File: src/rtl/one_counter_arbiter.sv
// one_counter_arbiter: round-robin front end for one shared ones-counter engine.
// It takes one requester's operand, starts the external engine, waits for done
// or a timeout, and returns the count to the requester that won.
//
// Handshake summary:
//   requester -> arbiter: i_req[k] is a level. Hold it and i_data slot k until
//     o_gnt[k] pulses. After the grant, keep i_req[k] low until o_res_valid[k].
//   arbiter -> engine: o_eng_start pulses once and o_eng_data is stable from
//     START until WAIT ends. i_eng_done/i_eng_count are looked at only in WAIT.
//   arbiter -> requester: o_res_valid[k] pulses once. o_res and o_err are valid
//     in that cycle and keep their values until the next report.
module one_counter_arbiter #(
    parameter int NREQ    = 4,
    parameter int WIDTH   = 16,
    parameter int TIMEOUT = 64
) (
    input  logic                  i_clk,
    input  logic                  i_rst_,
    input  logic [NREQ-1:0]       i_req,
    input  logic [NREQ*WIDTH-1:0] i_data,
    output logic [NREQ-1:0]       o_gnt,
    output logic [NREQ-1:0]       o_res_valid,
    output logic [WIDTH-1:0]      o_res,
    output logic                  o_err,
    output logic                  o_busy,
    output logic                  o_eng_start,
    output logic [WIDTH-1:0]      o_eng_data,
    input  logic                  i_eng_done,
    input  logic [WIDTH-1:0]      i_eng_count
);

    localparam int PTR_W = (NREQ > 1) ? $clog2(NREQ) : 1;
    localparam int TMR_W = $clog2(TIMEOUT + 1);
    localparam logic [NREQ-1:0] ONE_HOT0 = {{(NREQ-1){1'b0}}, 1'b1};

    typedef enum logic [1:0] {
        IDLE   = 2'd0,
        START  = 2'd1,
        WAIT   = 2'd2,
        REPORT = 2'd3
    } state_t;

    state_t            state_q, state_d;
    logic [PTR_W-1:0]  ptr_q, ptr_d;
    logic [PTR_W-1:0]  win_q, win_d;
    logic [TMR_W-1:0]  timer_q, timer_d;
    logic [TMR_W-1:0]  timer_inc;
    logic [WIDTH-1:0]  res_q, res_d;
    logic              err_q, err_d;
    logic [WIDTH-1:0]  eng_data_q, eng_data_d;
    logic [NREQ-1:0]   gnt_q, gnt_d;
    logic [NREQ-1:0]   res_valid_q, res_valid_d;
    logic              eng_start_q, eng_start_d;
    logic              busy_q, busy_d;

    logic [PTR_W-1:0]  rr_win;
    logic              rr_found;

    // Requester index at offset 'off' past pointer 'p', wrapped modulo NREQ.
    function automatic logic [PTR_W-1:0] rr_index(input logic [PTR_W-1:0] p, input int off);
        int s;
        s = int'(p) + off;
        if (s >= NREQ) begin
            s = s - NREQ;
        end
        return PTR_W'(s);
    endfunction

    // Round-robin pick: scan from the requester just after the last one served.
    always_comb begin
        rr_win   = ptr_q;
        rr_found = 1'b0;
        for (int i = 1; i <= NREQ; i++) begin
            if (!rr_found && i_req[rr_index(ptr_q, i)]) begin
                rr_found = 1'b1;
                rr_win   = rr_index(ptr_q, i);
            end
        end
    end

    // Next-state and registered-output logic. The pulse outputs are computed one
    // cycle early so that each one is high for the whole cycle of its state.
    always_comb begin
        state_d     = state_q;
        ptr_d       = ptr_q;
        win_d       = win_q;
        timer_d     = timer_q;
        res_d       = res_q;
        err_d       = err_q;
        eng_data_d  = eng_data_q;
        gnt_d       = '0;
        res_valid_d = '0;
        eng_start_d = 1'b0;
        timer_inc   = timer_q + TMR_W'(1);

        case (state_q)
            IDLE: begin
                if (rr_found) begin
                    win_d       = rr_win;
                    eng_data_d  = i_data[rr_win*WIDTH +: WIDTH];
                    gnt_d       = ONE_HOT0 << rr_win;
                    eng_start_d = 1'b1;
                    state_d     = START;
                end
            end
            START: begin
                timer_d = '0;
                state_d = WAIT;
            end
            WAIT: begin
                // If done and the timeout land in the same cycle, done wins.
                if (i_eng_done) begin
                    res_d       = i_eng_count;
                    err_d       = 1'b0;
                    res_valid_d = ONE_HOT0 << win_q;
                    state_d     = REPORT;
                end else begin
                    timer_d = timer_inc;
                    if (timer_inc == TMR_W'(TIMEOUT)) begin
                        res_d       = '0;
                        err_d       = 1'b1;
                        res_valid_d = ONE_HOT0 << win_q;
                        state_d     = REPORT;
                    end
                end
            end
            REPORT: begin
                ptr_d   = win_q;
                state_d = IDLE;
            end
            default: begin
                state_d = IDLE;
            end
        endcase

        busy_d = (state_d != IDLE);
    end

    // State and output registers. Reset discards any operation in flight.
    always_ff @(posedge i_clk) begin
        if (!i_rst_) begin
            state_q     <= IDLE;
            ptr_q       <= PTR_W'(NREQ - 1);
            win_q       <= '0;
            timer_q     <= '0;
            res_q       <= '0;
            err_q       <= 1'b0;
            eng_data_q  <= '0;
            gnt_q       <= '0;
            res_valid_q <= '0;
            eng_start_q <= 1'b0;
            busy_q      <= 1'b0;
        end else begin
            state_q     <= state_d;
            ptr_q       <= ptr_d;
            win_q       <= win_d;
            timer_q     <= timer_d;
            res_q       <= res_d;
            err_q       <= err_d;
            eng_data_q  <= eng_data_d;
            gnt_q       <= gnt_d;
            res_valid_q <= res_valid_d;
            eng_start_q <= eng_start_d;
            busy_q      <= busy_d;
        end
    end

    assign o_gnt       = gnt_q;
    assign o_res_valid = res_valid_q;
    assign o_res       = res_q;
    assign o_err       = err_q;
    assign o_busy      = busy_q;
    assign o_eng_start = eng_start_q;
    assign o_eng_data  = eng_data_q;

endmodule

File: config.mk
export PLATFORM = sky130hd
export DESIGN_NAME = one_counter_arbiter
export DESIGN_NICKNAME = d
export VERILOG_FILES = /design/src/rtl/one_counter_arbiter.sv
export SDC_FILE = /design/constraint.sdc
export NUM_CORES = 1
export LEC_CHECK = 0
export CAP_MARGIN = 0
export CORE_MARGIN = 8
export CORE_UTILIZATION = 30
export CTS_BUF_LIST = sky130_fd_sc_hd__clkbuf_16
export CTS_CLUSTER_SIZE = 25
export DETAILED_ROUTE_END_ITERATION = 16
export PLACE_DENSITY = 0.63
export REMOVE_ABC_BUFFERS = 1
export SETUP_SLACK_MARGIN = 0.2
export SYNTH_ARGS = -nofsm -noshare
export SYNTH_HDL_FRONTEND = slang
export SYNTH_SLANG_ARGS = --single-unit
File: constraint.sdc
create_clock -name i_clk -period 1.91 [get_ports i_clk]
set_input_delay 0.191 -clock i_clk [delete_from_list [all_inputs] [get_ports i_clk]]
set_output_delay 0.191 -clock i_clk [all_outputs]
set_load 0.02 [all_outputs]
==> metrics.cfg, run 1 <==
[cts]
cts_sinks = 56
clockBufferDepth = 2
cts_tree = done
clk_latency_ps = 300
postCtsHoldBufs = 0
path_clk_slew_ps = 80
clockRootBuffer = clkbuf_16
htree_levels = 2
cts_buffers = 5

[logic_synthesis]
synthArstFlopShare_pct = 0
syn_inst = 289
synth_edf_count = 0
synth_seq_cells = 56
yosysUniqueCellTypes = 48
synth_top_flop_cell = dfxtp_1
synth_warnings = 0
ys_seq_area_share_pct = 40.40
yosys.area.top_type_share_pct = 40.40
synth_area_leader_cell = dfxtp_1
synthTopCellsByCount = dfxtp_1 (56), nand2_1 (45), mux2i_1 (32)
ys_top_cells_by_area = dfxtp_1 (40%), mux2i_1 (12%), nand2_1 (6.1%)
syn_avg_cell_area_um2 = 9.603
yosysMostFrequentCell = dfxtp_1
mappedNetlistArea_um2 = 2775

[sta]
worst_pin_slew_ps = 424.4
finalHoldViolCount = 0
min_period_ps = 1754
fin_crit_sh_pct = 91.85
fin_skew_ps = 11.30
rsz0062_at_grt = true
setup_viol = 0
fmax_mhz = 570.0
slew_headroom_pct = 71.31
slew_violations = 0

[die]
die_y_um = 112.2
num_rows = 35
start_util_pct = 30.47
core-area_um2 = 9109
ios = 130
fp.dieW_um = 112.2
dieArea_um2 = 12580

[global_route]
grt_antenna_before_repair = 2
grt-busiest-layer = met2
grt_util_met2_pct = 24.37
gr-usage-met3_pct = 8.910
grt_use_total_pct = 14.46
grtUsageMet1_pct = 14.60
gr-total-overflow = 0
grt_max_degree = 33
grt_pass1_wl_um = 14840
grt_pass1_vias = 2941

[power]
vdd_drop_max_v = 0.0005138
power.density_nw_per_um2 = 1021
total_power_w = 0.005048
power_leakage_nw = 1.748

[setup_path]
path_class = reg -> reg
reg2reg_from = ptr_q[1]$_SDFFE_PN1N_
start_kind = register
crit_start = ptr_q[1]$_SDFFE_PN1N_
required_ps = 2080
worst-path-max-fanout = 6
arrival_ps = 1930
cp-end-kind = register

[route]
routed_wl_um = 9652
num_vias = 2789
vias_per_cell = 5.062
ant_nets = 0
firstDrtPassIters = 4
wl_per_cell_um = 17.52
route.detailed.drc = 0
drtIter0Drc = 61

[layout]
fin_nets = 530
layout-drive-gt1-share_pct = 25.80
postLayoutCoreUtil_pct = 54.27
area_delta_synth_final_pct = 78.13
fillers = 810
final_area_um2 = 4943
final_cells = 551

[placed_design]
portBuffers = 129
gp_congestion = 0.8116
placed_area_um2 = 4304
hpwl_um = 7042
dpl.cell_count = 530

[run_status]
status = finished, final reports clean

[job]
drv_cap = 0

[hold_path]
hold_path.class = reg -> reg
hold_start = o_eng_data[1]$_SDFFE_PN0P_

[report_power, final]
| group | total (W) | switching (W) | internal [W] | leakage (nW) |
|---|---|---|---|---|
| clock network | 0.000955 | 0.000458 | 0.000497 | 0.0708 |
| logic | 0.00249 | 0.00122 | 0.00127 | 1.22 |
| registers | 0.00160 | 0.000178 | 0.00142 | 0.459 |
[registers in the layout, summed over array words and instances, names as in the netlist]
name,flops
o_eng_data,16
o_res,16
timer_q,7
o_gnt,4
o_res_valid,4
ptr_q,2
state_q,2
win_q,2
o_busy,1
o_eng_start,1
o_err,1
[metrics by stage]
step | hold slack (ps) | TNS (ps) | setup slack, ps
after floorplan | 252.9 | -19210 | -766.9
after CTS | 469.4 | 0 | 146.7
after global routing | 504.1 | 0 | 79.43
after global placement | 444.0 | -2378 | -152.3
final | 469.8 | 0 | 155.6
after detailed placement | 450.1 | -3785 | -236.1
[what timing repair did]
item	CTS	global route
resized for setup	19	61
setup buffers	5	3
pin swaps	4	7
setup endpoints to repair	37	46
gates cloned	2	1
[path summary, 6_finish.rpt]
kind | endpoint | cells past startpoint | slack (ps)
min reg2reg | o_eng_data[1]$_SDFFE_PN0P_ | 2 | 470
min | o_eng_data[1]$_SDFFE_PN0P_ | 2 | 470
max reg2reg | o_eng_data[11]$_SDFFE_PN0P_ | 8 | 160
max | o_eng_data[11]$_SDFFE_PN0P_ | 8 | 160
[metal layers]
metal | routed length, um | up-vias | share of wire (%)
met4 | 133 | 0 | 1.4
met1 | 3759 | 1282 | 39
met5 | 0 | - | 0
li1 | - | 1377 | -
met2 | 4515 | 120 | 47
met3 | 1244 | 10 | 13
[logic make-up (layout without fill, tap and decap cells)]
logic type	count (synthesis)	count (layout)	share of synthesized area, %
DFF	56	56	40.40
AOI/OAI and AO/OA	74	74	22.45
buffers and inverters	28	177	6.041
and+or+nand+nor	89	89	15.24
muxes	36	36	13.16
other	0	2	0
adders and majority gates	6	6	2.705
[worst max-delay path, cell delays in order (launching register included)]
cell      delay [ps]
dfxtp_4          360
or2b_2           290
a21oi_2          190
a311oi_4          60
buf_6            150
buf_12           130
buf_16           140
mux2i_1          170
o221ai_1         140
[layout by cell type (no fill, tap or decap), types with 4 or more instances in the layout]
| cell type | instances |
|---|---|
| nand3_1 | 9 |
| dfxtp_1 | 49 |
| o221ai_1 | 5 |
| ha_1 | 5 |
| a311oi_2 | 15 |
| mux2i_2 | 10 |
| mux2i_1 | 18 |
| o211ai_1 | 4 |
| o221ai_2 | 7 |
| a311oi_1 | 4 |
| a21oi_1 | 18 |
| buf_6 | 5 |
| buf_12 | 8 |
| nor2_1 | 9 |
| nand2_1 | 45 |
| nor3_1 | 4 |
| clkdlybuf4s50_1 | 127 |
| mux2_2 | 4 |
| buf_4 | 17 |
| clkbuf_16 | 6 |
| dfxtp_2 | 5 |
| inv_1 | 6 |
| mux2i_4 | 4 |
[area by class of cell]
| class | instances | area, um2 | share of cell area [%] |
|---|---|---|---|
| multi-input combinational | 205 | 1788 | 36.17 |
| inverter | 7 | 26.28 | 0.5315 |
| antenna | 2 | 5.005 | 0.1012 |
| clock inverter | 3 | 25.02 | 0.5062 |
| clock buffer | 5 | 125.1 | 2.531 |
| tap | 111 | 138.9 | 2.809 |
| sequential | 56 | 1135 | 22.96 |
| timing repair buffer | 162 | 1700 | 34.40 |
Power figures use the tool's default switching activity.
==> inputs of run 2 (changes only) <==
- CORE_ASPECT_RATIO: not set -> 0.75
- CTS_CLUSTER_DIAMETER: not set -> 120
==> metrics.cfg, run 2 (same netlist as run 1, synthesis figures left out) <==
[setup_path]
required_ps = 2080
start_kind = register
cp-end-kind = register
reg2reg_from = timer_q[0]$_SDFFE_PN0P_
cp_cell_sequence = ha_4, nand3_4, o21a_1, o2111ai_2, nand2b_4, buf_6, o311a_1
max_stage_delay_ps = 370
path_class = reg -> reg
cp_slowest_cell = dfxtp_2
crit_start = timer_q[0]$_SDFFE_PN0P_
worst-path-max-fanout = 6
arrival_ps = 1920

[die]
start_util_pct = 30.81
num_rows = 30
dieArea_um2 = 12620
core-area_um2 = 9009
ios = 130
fp.dieW_um = 127.1
die_y_um = 99.30

[route]
routed_wl_um = 9552
wl_per_cell_um = 17.49
drtIter0Drc = 86
route.detailed.drc = 0
ant_nets = 0
num_vias = 2766
vias_per_cell = 5.066
firstDrtPassIters = 4

[layout]
fin_nets = 526
layout-drive-gt1-share_pct = 23.04
area_delta_synth_final_pct = 78.36
final_area_um2 = 4950
layout_commonest_cell = clkdlybuf4s50_1
antenna_cells = 0
layout_common_cells = clkdlybuf4s50_1 (127), dfxtp_1 (51), nand2_1 (44)

[global_route]
grt_pass1_wl_um = 14750
gr-total-overflow = 0
grt_use_total_pct = 14.25
grt_antenna_before_repair = 0
grt_max_degree = 35
grt_pass1_vias = 2896

[sta]
finalHoldViolCount = 0
min_period_ps = 1746
slew_headroom_pct = 75.57
setup_viol = 0
fin_skew_ps = 4.192
hold_ws_ps = 471.4
worst_pin_slew_ps = 361.4
fin_crit_sh_pct = 91.40
fmax_mhz = 572.8
rsz0062_at_grt = true
final.setup.tns_ps = 0
slew_violations = 0

[run_status]
status = finished, final reports clean

[hold_path]
hold_path.class = reg -> reg
hold_start = o_eng_data[12]$_SDFFE_PN0P_

[power]
power_leakage_nw = 1.757
vdd_drop_max_v = 0.0004283
power.density_nw_per_um2 = 1038

[placed_design]
placed_area_um2 = 4298
hpwl_um = 6645
portBuffers = 129
gp_congestion = 0.7738

[cts]
postCtsHoldBufs = 0
cts_buffers = 5
cts_sinks = 56
clockBufferDepth = 2
clockRootBuffer = clkbuf_16
path_clk_slew_ps = 70
htree_levels = 2
clk_latency_ps = 290
cts_tree = done

[job]
drv_cap = 0

==> run 2: changes by cell type in the layout (fill, tap and decap cells not counted), moves of 3 or more <==
cell and change:
mux2i_4 +4, a311oi_1 +7, a311oi_2 -7, mux2_4 +4
mux2_2 -4, mux2i_2 -3, buf_4 -4
==> run 2: worst max-delay path, delay by kind of cell, from the launching register on <==
family / cells / cell delay, ps
AND/OR/NAND/NOR: 2 / 200
AO/OA/AOI/OAI: 3 / 750
adder cells (fa/ha/maj): 1 / 170
flip-flops: 1 / 370
buffers and inverters: 1 / 150
==> run 2: timing repair <==
| action | 4_1_cts | 5_1_grt |
|---|---|---|
| buffers inserted | 2 | 1 |
| gates resized for setup | 26 | 48 |
| pin swaps | 2 | 17 |
| endpoints found under the hold margin | 0 | 0 |
| setup endpoints to repair | 37 | 39 |
| gates cloned | 2 | 3 |
==> run 2: layer usage <==
| layer | vias up | global-route usage [%] | part of all wire, % |
|---|---|---|---|
| met3 | 11 | 4.810 | 6.4 |
| met1 | 1311 | 17.56 | 46 |
| met4 | 0 | 4.831 | 1.8 |
| met2 | 81 | 22.80 | 46 |
| li1 | 1363 | - | - |
| met5 | - | 0 | 0 |
==> run 2: metrics by stage <==
stage          worst slack, ps  util, %  std cells  total power, W
3_5_place_dp            -217.3    47.71        530        0.003758
2_1_floorplan           -766.9        -        268        0.002679
3_3_place_gp            -166.2    47.71        530        0.003729
6_report                 164.2    54.94        546        0.005138
4_1_cts                  155.8    51.29        542        0.004949
5_1_grt                  103.5    54.94        546        0.005424
==> run 2: where the power goes <==
part,switching (W),internal [W]
combinational,0.00121,0.00129
sequential,0.000175,0.00142
clock,0.000423,0.000617
==> run 2: area by class of cell <==
class	count	area (um2)
Multi-Input combinational cell	205	1787
Clock buffer	5	125.1
Inverter	7	26.28
Clock inverter	3	42.54
Tap cell	112	140.1
Timing Repair Buffer	158	1697
Fill cell	808	4059
Sequential cell	56	1132
==> run 2: worst paths after layout <==
| check | to | depth (start not counted) | slack [ps] |
|---|---|---|---|
| worst min register to register | o_eng_data[12]$_SDFFE_PN0P_ | 2 | 470 |
| worst max-delay path | state_q[0]$_SDFF_PN0_ | 7 | 160 |
| worst min-delay path | o_eng_data[12]$_SDFFE_PN0P_ | 2 | 470 |
| worst max register to register | state_q[0]$_SDFF_PN0_ | 7 | 160 |
